### src/rtl/uart_pkg.sv
// Shared UART definitions: FSM state encoding and default frame geometry.
// Used by the receiver now and by the transmitter later.
package uart_pkg;

    localparam int UART_OVERSAMPLE = 16;  // br_tick pulses per bit period
    localparam int UART_DATA_BITS  = 8;   // payload bits per frame

    typedef enum logic [1:0] {
        ST_IDLE  = 2'd0,
        ST_START = 2'd1,
        ST_DATA  = 2'd2,
        ST_STOP  = 2'd3
    } uart_state_t;

endpackage

### src/rtl/sync_2ff.sv
// Two-flop synchronizer for a single asynchronous bit.
// The reset value is a parameter so an idle-high line resets to 1.
module sync_2ff #(
    parameter logic RESET_VAL = 1'b1
) (
    input  logic clk,
    input  logic reset,
    input  logic d,
    output logic q
);

    logic meta_reg;
    logic sync_reg;

    // Shift the async input through two flops to settle metastability
    always_ff @(posedge clk) begin
        if (reset) begin
            meta_reg <= RESET_VAL;
            sync_reg <= RESET_VAL;
        end else begin
            meta_reg <= d;
            sync_reg <= meta_reg;
        end
    end

    assign q = sync_reg;

endmodule

### src/rtl/uart_rx.sv
// UART receiver: oversampled 8N1-style frame decoder.
// Ticks come from an external baud generator; the start bit is confirmed
// at its centre and every following bit is sampled one bit period later.
module uart_rx
    import uart_pkg::*;
#(
    parameter int OVERSAMPLE = UART_OVERSAMPLE,
    parameter int DATA_BITS  = UART_DATA_BITS
) (
    input  logic                 clk,
    input  logic                 reset,
    input  logic                 br_tick,
    input  logic                 rx,
    output logic [DATA_BITS-1:0] rx_data,
    output logic                 rx_done,
    output logic                 frame_err,
    output logic                 rx_busy
);

    localparam int TW = $clog2(OVERSAMPLE);
    localparam int BW = $clog2(DATA_BITS + 1);

    localparam logic [TW-1:0] TICK_MID  = TW'(OVERSAMPLE / 2 - 1);
    localparam logic [TW-1:0] TICK_LAST = TW'(OVERSAMPLE - 1);
    localparam logic [BW-1:0] BIT_LAST  = BW'(DATA_BITS - 1);

    logic rx_s;

    uart_state_t          state_reg, state_next;
    logic [TW-1:0]        tick_reg,  tick_next;
    logic [BW-1:0]        bit_reg,   bit_next;
    logic [DATA_BITS-1:0] shift_reg, shift_next;
    logic [DATA_BITS-1:0] data_reg,  data_next;
    logic                 done_reg,  done_next;
    logic                 ferr_reg,  ferr_next;

    logic mid_tick;     // centre of the start bit
    logic sample_tick;  // centre of a data or stop bit

    sync_2ff #(
        .RESET_VAL (1'b1)
    ) u_sync (
        .clk   (clk),
        .reset (reset),
        .d     (rx),
        .q     (rx_s)
    );

    assign mid_tick    = br_tick && (tick_reg == TICK_MID);
    assign sample_tick = br_tick && (tick_reg == TICK_LAST);

    // State and datapath registers
    always_ff @(posedge clk) begin
        if (reset) begin
            state_reg <= ST_IDLE;
            tick_reg  <= '0;
            bit_reg   <= '0;
            shift_reg <= '0;
            data_reg  <= '0;
            done_reg  <= 1'b0;
            ferr_reg  <= 1'b0;
        end else begin
            state_reg <= state_next;
            tick_reg  <= tick_next;
            bit_reg   <= bit_next;
            shift_reg <= shift_next;
            data_reg  <= data_next;
            done_reg  <= done_next;
            ferr_reg  <= ferr_next;
        end
    end

    // Next-state decisions, all made on the synchronized line
    always_comb begin
        state_next = state_reg;
        case (state_reg)
            ST_IDLE:  if (!rx_s) state_next = ST_START;
            ST_START: if (mid_tick) state_next = rx_s ? ST_IDLE : ST_DATA;
            ST_DATA:  if (sample_tick && (bit_reg == BIT_LAST)) state_next = ST_STOP;
            ST_STOP:  if (sample_tick) state_next = ST_IDLE;
            default:  state_next = ST_IDLE;
        endcase
    end

    // Counters, shift register and registered frame results
    always_comb begin
        tick_next  = tick_reg;
        bit_next   = bit_reg;
        shift_next = shift_reg;
        data_next  = data_reg;
        done_next  = 1'b0;
        ferr_next  = ferr_reg;
        case (state_reg)
            ST_IDLE: begin
                // Ticks are ignored while idle; start counting from zero
                tick_next = '0;
            end
            ST_START: begin
                if (mid_tick) begin
                    tick_next = '0;
                    bit_next  = '0;
                end else if (br_tick) begin
                    tick_next = tick_reg + 1'b1;
                end
            end
            ST_DATA: begin
                if (sample_tick) begin
                    tick_next  = '0;
                    bit_next   = bit_reg + 1'b1;
                    // LSB arrives first, so shift right and insert at the MSB
                    shift_next = {rx_s, shift_reg[DATA_BITS-1:1]};
                end else if (br_tick) begin
                    tick_next = tick_reg + 1'b1;
                end
            end
            ST_STOP: begin
                if (sample_tick) begin
                    tick_next = '0;
                    data_next = shift_reg;
                    ferr_next = ~rx_s;
                    done_next = 1'b1;
                end else if (br_tick) begin
                    tick_next = tick_reg + 1'b1;
                end
            end
            default: begin
                tick_next = '0;
            end
        endcase
    end

    // Outputs
    assign rx_data   = data_reg;
    assign rx_done   = done_reg;
    assign frame_err = ferr_reg;
    assign rx_busy   = (state_reg != ST_IDLE);

endmodule
### config.mk
export PLATFORM = sky130hd
export DESIGN_NAME = uart_rx
export DESIGN_NICKNAME = d
export VERILOG_FILES = /design/src/rtl/uart_pkg.sv /design/src/rtl/sync_2ff.sv /design/src/rtl/uart_rx.sv
export SDC_FILE = /design/constraint.sdc
export NUM_CORES = 1
export LEC_CHECK = 0
export BUFFER_PORTS_ARGS = -buffer_cell sky130_fd_sc_hd__buf_2
export CORE_MARGIN = 5
export CORE_UTILIZATION = 30
export CTS_CLUSTER_DIAMETER = 30
export DETAILED_ROUTE_END_ITERATION = 7
export GPL_ROUTABILITY_DRIVEN = 0
export HOLD_SLACK_MARGIN = 0.05
export PLACE_DENSITY = 0.48
export SLEW_MARGIN = 10
export SYNTH_ARGS = -nofsm -noshare
export SYNTH_HDL_FRONTEND = slang
export SYNTH_SLANG_ARGS = --single-unit
### constraint.sdc
create_clock -name clk -period 2 [get_ports clk]
set_input_delay 0.2 -clock clk [delete_from_list [all_inputs] [get_ports clk]]
set_output_delay 0.2 -clock clk [all_outputs]
set_load 0.03 [all_outputs]
==> impl_metrics.toml, run 1 <==
[sta]
skew_ns = 0.00837
setup_viol_count_final = 0
worstMarginPinSlew_ns = 0.558
period_share_pct = 81.9
maxSlewViolCount = 0
whs_ns = 0.101
setup_tns_ns = 0
hold_violations = 0
slew_headroom_pct = 62.8
fmax_ghz = 0.610
fin_crit_ns = 1.64
rsz0062_at_grt = "no"

[cells_and_area]
final-seq-area_um2 = 601
diodes = 0
multiInputGateArea_um2 = 651
drive_gt1_share_pct = 20.1
syn_to_final_growth_pct = 13.9
n_fill_cell = 442
fin_nets = 164

[setup_path]
crit_chain = "ha_1, nand4_4, or4_1, o21ai_1"
worstSetupPathType = "reg -> reg"
path_max_fanout = 19
end_kind = "register"
path_depth = 4
max_stage_delay_ns = 0.55
worst-path-buf-inv = 0
r2r_cells = 4
critPathSlowestCell = "or4_1"
worstPathArrival_ns = 1.85
start_kind = "register"
crit_family = "simple AND/OR/NAND/NOR gates"
required_ns = 2.21

[floorplan]
fp.dieH_um = 76.3
start_util_pct = 30.7
core_region_area_mm2 = 0.00429
pin_count = 15
row_count = 24
dieWidth_um = 76.3
dieArea_mm2 = 0.00582

[logic_synthesis]
synth_common_cells = "dfxtp_1 (30), a21oi_1 (18), nand3_1 (18)"
synth_fp_nets = 153
synth_area_mm2 = 0.00132
yosysUniqueCellTypes = 36
synth_flop_cell = "dfxtp_1"
synth_top_area_share_pct = 45.6
synthTopCellsByArea = "dfxtp_1 (46%), a21oi_1 (6.8%), nand3_1 (6.8%), o21ai_0 (6.5%), nand2b_1 (2.8%)"
synthesis.area_per_instance_um2 = 8.96
synthArstFlopShare_pct = 0
synth_top_cell_by_area = "dfxtp_1"
yosysMostFrequentCell = "dfxtp_1"
synth_edf_count = 0
seq_area_frac_synth_pct = 45.6
ys_seq_elements = 30
syn_inst = 147
synth-warning-count = 0

[power]
peakVddDrop_mv = 0.260
leakage_uw = 0.000535
powerDensity_mw_per_mm2 = 757

[route]
vias_per_cell = 5.20
vias = 1097
drt_iter0_drc = 124
ant_nets = 0
routedWlPerCell_um = 13.1
drc = 0
first_pass_iters = 4
routed_wl_mm = 2.77

[placed_design]
post-dp-hpwl_mm = 1.85
port_buffers = 14

[clock_network]
cts_tree = "yes"
cts_root_buf = "clkbuf_8"
clk_latency_ns = 0.28
cts_buffers = 5
postCtsHoldBufs = 0
cts.sinks = 30
postCtsSetupRepairBufs = 0
cts_resized = 0
htree_levels = 2
clk_path_buf_depth = 2
path_clk_slew_ns = 0.07

[job]
maxCapViolCount = 0

[status]
status = "finished, final reports clean"

[global_routing]
grt_max_degree = 36
track_usage_pct = 10.4
grt_pass1_vias = 1085
grt_pass1_wl_mm = 5.04
overflow = 0
antenna_found_initial = 0

[min_path]
hold_path_depth = 2
min_path_type = "in -> reg"
[path summary, 6_finish.rpt]
check / startpoint / to / slack, ns
worst max-delay path: tick_reg[0]$_SDFF_PP0_ / bit_reg[0]$_SDFFE_PP0P_ / 0.36
worst min-delay path: rx / u_sync.meta_reg$_SDFF_PP1_ / 0.10
worst max register to register: tick_reg[0]$_SDFF_PP0_ / bit_reg[0]$_SDFFE_PP0P_ / 0.36
worst min register to register: u_sync.meta_reg$_SDFF_PP1_ / u_sync.q$_SDFF_PP1_ / 0.41
[report_power, final]
group | switching, µW | leakage, µW | internal (µW)
Sequential | 2.89 | 0.000242 | 600
Clock | 229 | 0.0000472 | 276
Combinational | 17.2 | 0.000245 | 9.71
[final cells by class]
class | count | area share [%]
multi-input combinational | 104 | 43.4
sequential | 30 | 40.0
timing repair buffer | 16 | 5.67
clock buffer | 6 | 5.50
tap | 52 | 4.34
clock inverter | 2 | 0.834
inverter | 1 | 0.250
[per-stage QoR]
stage	total power, µW	util, %	worst slack [ns]	cells	instance area (µm²)
after floorplan	637	-	0.619	147	1320
after global placement	643	32.7	0.431	203	1410
after detailed placement	644	32.7	0.359	203	1410
after CTS	1150	34.9	0.349	211	1500
after global routing	1190	34.9	0.175	211	1500
final	1140	34.9	0.361	211	1500
[layout by cell type (no fill, tap or decap), types with 3 or more instances in the layout]
master and count:
mux2i_1 3, a21oi_1 18, dfxtp_1 30, nand3_1 18, nand2b_1 6, o21ai_0 17, nor3_1 5, nand2_1 3
or2_2 3, buf_2 14, clkbuf_8 6
[metal layers]
layer	GRT usage, %	vias up	wire length, µm
li1	-	557	-
met1	13.7	516	1300
met2	15.7	20	1290
met3	3.31	4	143
met4	3.85	0	36
met5	0	-	0
[cell families after synthesis]
kind of cell / Yosys count / share of synthesized area (%)
mux: 3 / 2.28
simple gates: 54 / 25.4
flops: 30 / 45.6
compound gates: 42 / 17.9
fa+ha+maj: 2 / 1.90
xor+xnor: 3 / 1.99
buf+inv: 13 / 5.03
Note: power is estimated with default switching activity, not from simulation.
==> inputs of run 2 (changes only) <==
Settings changed: ABC_AREA from default to 1.
Clock period 2 ns to 1.6 ns, I/O delays scaled along.
==> impl_metrics.toml, run 2 <==
[power]
powerDensity_mw_per_mm2 = 988
peakVddDrop_mv = 0.571
finalPower_uw = 1430
leakage_uw = 0.000676

[placed_design]
post-dp-hpwl_mm = 1.87
port_buffers = 14
dp_cells = 223
pre_cts_slack_ns = 0.192

[logic_synthesis]
synthesis.area_per_instance_um2 = 7.69
yosysMostFrequentCell = "nor2_1"
synth_top_cell_by_area = "dfxtp_1"
synth_area_mm2 = 0.00124
synth_flop_cell = "dfxtp_1"
synth_top_area_share_pct = 48.5
seq_area_frac_synth_pct = 48.5
synth_fp_nets = 167
synthArstFlopShare_pct = 0
synth_edf_count = 0
synth_common_cells = "nor2_1 (46), dfxtp_1 (30), o21ai_0 (18)"
synth-warning-count = 0
yosysUniqueCellTypes = 24
synthTopCellsByArea = "dfxtp_1 (49%), nor2_1 (14%), o21ai_0 (7.3%), nand2_1 (4.9%), inv_1 (3.0%)"
syn_inst = 161
ys_seq_elements = 30

[min_path]
min_path_type = "in -> reg"
hold_path_depth = 2
hold_end = "u_sync.meta_reg$_SDFF_PP1_"
min_from = "rx"

[route]
first_pass_iters = 4
drc = 0
routedWlPerCell_um = 11.0
vias_per_cell = 4.58
ant_nets = 0
routed_wl_mm = 2.55
vias = 1059
drt_iter0_drc = 27

[global_routing]
grt_pass1_wl_mm = 4.39
use_met2_pct = 17.7
busiest_layer = "met2"
gr-usage-met3_pct = 4.73
track_usage_pct = 10.5
overflow = 0
antenna_found_initial = 0
grt_max_degree = 19
grt_use_met1_pct = 11.0
grt_pass1_vias = 1062

[floorplan]
start_util_pct = 30.9
fp.dieH_um = 74.2
pin_count = 15
dieArea_mm2 = 0.00551
core_region_area_mm2 = 0.00400
row_count = 23
dieWidth_um = 74.2

[cells_and_area]
fin_nets = 186
multiInputGateArea_um2 = 564
final_util_pct = 36.3
final_cells = 231
diodes = 0
drive_gt1_share_pct = 20.4
final-seq-area_um2 = 601
final_common_cell = "nor2_1"
syn_to_final_growth_pct = 17.4
mostFrequentLayoutCells = "nor2_1 (46), dfxtp_1 (30), o21ai_0 (18)"
n_fill_cell = 431

[setup_path]
worstPathArrival_ns = 1.62
start_kind = "register"
reg2reg_to = "rx_data[5]$_SDFFE_PP0P_"
worstSetupPathType = "reg -> reg"
end_kind = "register"
path_max_fanout = 8
reg2reg_slack_ns = 0.20
critPathLaunch = "tick_reg[0]$_SDFF_PP0_"
required_ns = 1.82
r2r_cells = 6
reg2reg_from = "tick_reg[0]$_SDFF_PP0_"

[sta]
slew_headroom_pct = 70.0
fmax_ghz = 0.715
fin_crit_ns = 1.40
worstMarginPinSlew_ns = 0.450
rsz0062_at_grt = "no"
setup_viol_count_final = 0
skew_ns = 0.00732
period_share_pct = 87.4
setup_tns_ns = 0
hold_violations = 0
worst_slack_ns = 0.201
maxSlewViolCount = 0

[clock_network]
postCtsHoldBufs = 0
path_clk_slew_ns = 0.06
cts_root_buf = "clkbuf_8"
clk_path_buf_depth = 2
cts_tree = "yes"
clk_latency_ns = 0.28
postCtsSetupRepairBufs = 0
cts_resized = 0
cts_buffers = 5
htree_levels = 2
cts.sinks = 30

[job]
maxCapViolCount = 0

[status]
status = "finished, final reports clean"
run 2: cell families after synthesis:
family / Yosys count / share of synthesized area, %
buf+inv: 17 / 5.86
compound gates: 25 / 10.3
xor+xnor: 2 / 1.42
simple gates: 84 / 31.0
mux: 1 / 0.809
fa+ha+maj: 2 / 2.02
flops: 30 / 48.5
run 2: layer usage:
layer  share of wire, %  routed length [µm]
met1                 45                1140
met5                  0                   0
met4                2.4                  61
met3                5.8                 149
met2                 47                1200
run 2: power breakdown:
part           leakage [µW]  total (µW)  internal (µW)  switching [µW]
sequential         0.000242         755            751            3.88
clock             0.0000472         626            345             281
combinational      0.000386        53.3           17.2            36.1
run 2: layout make-up:
cell class / instances / share of cell area [%]
clock buffers: 6 / 5.68
multi-input cells: 114 / 38.8
flip-flops and latches: 30 / 41.3
repair buffers: 15 / 5.34
inverters: 14 / 3.62
well taps: 50 / 4.31
clock inverters: 2 / 0.861
run 2: how the worst max path moves through the flow:
stage,endpoint,slack (ns),depth (start not counted)
after floorplan,bit_reg[3]$_SDFFE_PP0P_,0.36,8
after global placement,rx_data[6]$_SDFFE_PP0P_,0.21,6
after global routing,rx_data[5]$_SDFFE_PP0P_,0.03,6
after detailed placement,rx_data[5]$_SDFFE_PP0P_,0.19,6
after CTS,rx_data[5]$_SDFFE_PP0P_,0.17,6
final,rx_data[5]$_SDFFE_PP0P_,0.20,6
run 2: through the flow:
| step | instance area (µm²) | hold WS, ns |
|---|---|---|
| 3_3_place_gp | 1360 | 0.345 |
| 3_5_place_dp | 1360 | 0.356 |
| 5_1_grt | 1450 | 0.0766 |
| 4_1_cts | 1450 | 0.0632 |
| 2_1_floorplan | 1240 | 0.264 |
| 6_report | 1450 | 0.0644 |
run 2: critical path: stages, from the launching register on:
cell	delay, ns
dfxtp_1	0.37
ha_1	0.19
nand4_2	0.18
nor2_2	0.21
buf_4	0.19
o21ai_0	0.08
nor2_1	0.11
==> inputs of run 3 (changes only) <==
==> constraint.sdc (replaced) <==
create_clock -name clk -period 1.6 [get_ports clk]
set_input_delay 0.4 -clock clk [delete_from_list [all_inputs] [get_ports clk]]
set_output_delay 0.4 -clock clk [all_outputs]
set_load 0.03 [all_outputs]
==> impl_metrics.toml, run 3 (same netlist as run 2, synthesis figures left out) <==
[cells_and_area]
fin_nets = 188
mostFrequentLayoutCells = "nor2_1 (46), dfxtp_1 (30), o21ai_0 (18)"
drive_gt1_share_pct = 20.9
syn_to_final_growth_pct = 17.3
diodes = 0
final_common_cell = "nor2_1"

[setup_path]
reg2reg_slack_ns = 0.17
r2r_cells = 6
reg2reg_from = "tick_reg[0]$_SDFF_PP0_"
reg2reg_to = "rx_data[6]$_SDFFE_PP0P_"
required_ns = 1.20
end_kind = "primary output"
start_kind = "register"
worstSetupPathType = "reg -> out"
path_max_fanout = 5
worstPathArrival_ns = 1.07

[global_routing]
grt_use_met1_pct = 13.3
antenna_found_initial = 0
track_usage_pct = 10.3
grt_max_degree = 11
grt_pass1_vias = 960
grt_pass1_wl_mm = 4.29
overflow = 0
busiest_layer = "met2"
gr-usage-met3_pct = 5.27
use_met2_pct = 14.9

[clock_network]
cts.sinks = 30
cts_tree = "yes"
cts_buffers = 5
postCtsSetupRepairBufs = 0
htree_levels = 2
cts_root_buf = "clkbuf_8"
clk_latency_ns = 0.28
clk_path_buf_depth = 2
path_clk_slew_ns = 0.06
cts_resized = 0
postCtsHoldBufs = 0

[floorplan]
core_region_area_mm2 = 0.00400
pin_count = 15
dieArea_mm2 = 0.00551
fp.dieH_um = 74.2
start_util_pct = 30.9
row_count = 23
dieWidth_um = 74.2

[sta]
setup_tns_ns = 0
slew_headroom_pct = 81.9
worstMarginPinSlew_ns = 0.271
period_share_pct = 92.0
fin_crit_ns = 1.47
rsz0062_at_grt = "no"
skew_ns = 0.00468
hold_violations = 0
setup_viol_count_final = 0
maxSlewViolCount = 0
fmax_ghz = 0.679

[route]
ant_nets = 0
routed_wl_mm = 2.47
drc = 0
first_pass_iters = 4
drt_iter0_drc = 81
vias = 1040
vias_per_cell = 4.48
routedWlPerCell_um = 10.7

[min_path]
hold_end = "u_sync.meta_reg$_SDFF_PP1_"
min_path_type = "in -> reg"
hold_path_depth = 2
min_from = "rx"

[power]
finalPower_uw = 1370
peakVddDrop_mv = 0.399
leakage_uw = 0.000682
powerDensity_mw_per_mm2 = 941

[placed_design]
port_buffers = 14
post-dp-hpwl_mm = 1.92

[job]
maxCapViolCount = 0

[status]
status = "finished, final reports clean"
-- run 3: cell types whose count changed in the layout (fill, tap and decap cells not counted), sizes merged --
cell,before,now
clkbuf,6,5
clkinv,1,2
clkinvlp,1,0
buf,15,17
-- run 3: where the power goes --
group | internal (µW) | leakage, µW | switching, µW
clock network | 291 | 0.0000438 | 262
registers | 752 | 0.000242 | 4.01
logic | 20.4 | 0.000396 | 36.9
total | 1060 | 0.000682 | 303
-- run 3: layer usage --
metal,up-vias,wire [µm],part of all wire (%)
li1,560,-,-
met1,460,1220,50
met2,18,1080,43
met3,2,155,6.3
met4,0,17,0.69
met5,-,0,0
-- run 3: worst max path at each step --
stage                              start                       to  slack (ns)  cells after the start
2_1_floorplan     tick_reg[0]$_SDFF_PP0_  bit_reg[3]$_SDFFE_PP0P_        0.36                      8
3_3_place_gp      tick_reg[0]$_SDFF_PP0_  rx_data[6]$_SDFFE_PP0P_        0.21                      6
3_5_place_dp      tick_reg[0]$_SDFF_PP0_  rx_data[1]$_SDFFE_PP0P_        0.17                      6
4_1_cts        state_reg[0]$_SDFFE_PP0P_                  rx_busy        0.11                      3
5_1_grt           tick_reg[0]$_SDFF_PP0_  rx_data[5]$_SDFFE_PP0P_       0.003                      6
6_report       state_reg[0]$_SDFFE_PP0P_                  rx_busy        0.13                      3
-- run 3: worst max-delay path, stage by stage, from the launching register on --
cell,delay (ns)
dfxtp_1,0.40
inv_1,0.13
nand2_1,0.08
buf_2,0.19
-- run 3: final cells by class --
| type | instances | area (µm²) |
|---|---|---|
| clock buffers | 5 | 68.8 |
| clock inverters | 2 | 10.0 |
| fillers | 420 | 2550 |
| inverters | 14 | 52.6 |
| multi-input cells | 114 | 564 |
| flip-flops and latches | 30 | 601 |
| well taps | 50 | 62.6 |
| repair buffers | 17 | 92.6 |
-- run 3: stage by stage --
stage	hold WS (ns)	utilization [%]	cell area, µm²	worst slack, ns	cells
6_report	0.304	36.3	1450	0.128	232
5_1_grt	0.301	36.3	1450	0.00325	232
4_1_cts	0.301	36.3	1450	0.115	232
3_5_place_dp	0.400	34.3	1370	0.167	225
3_3_place_gp	0.393	34.3	1370	0.210	225
2_1_floorplan	0.389	-	1240	0.359	161
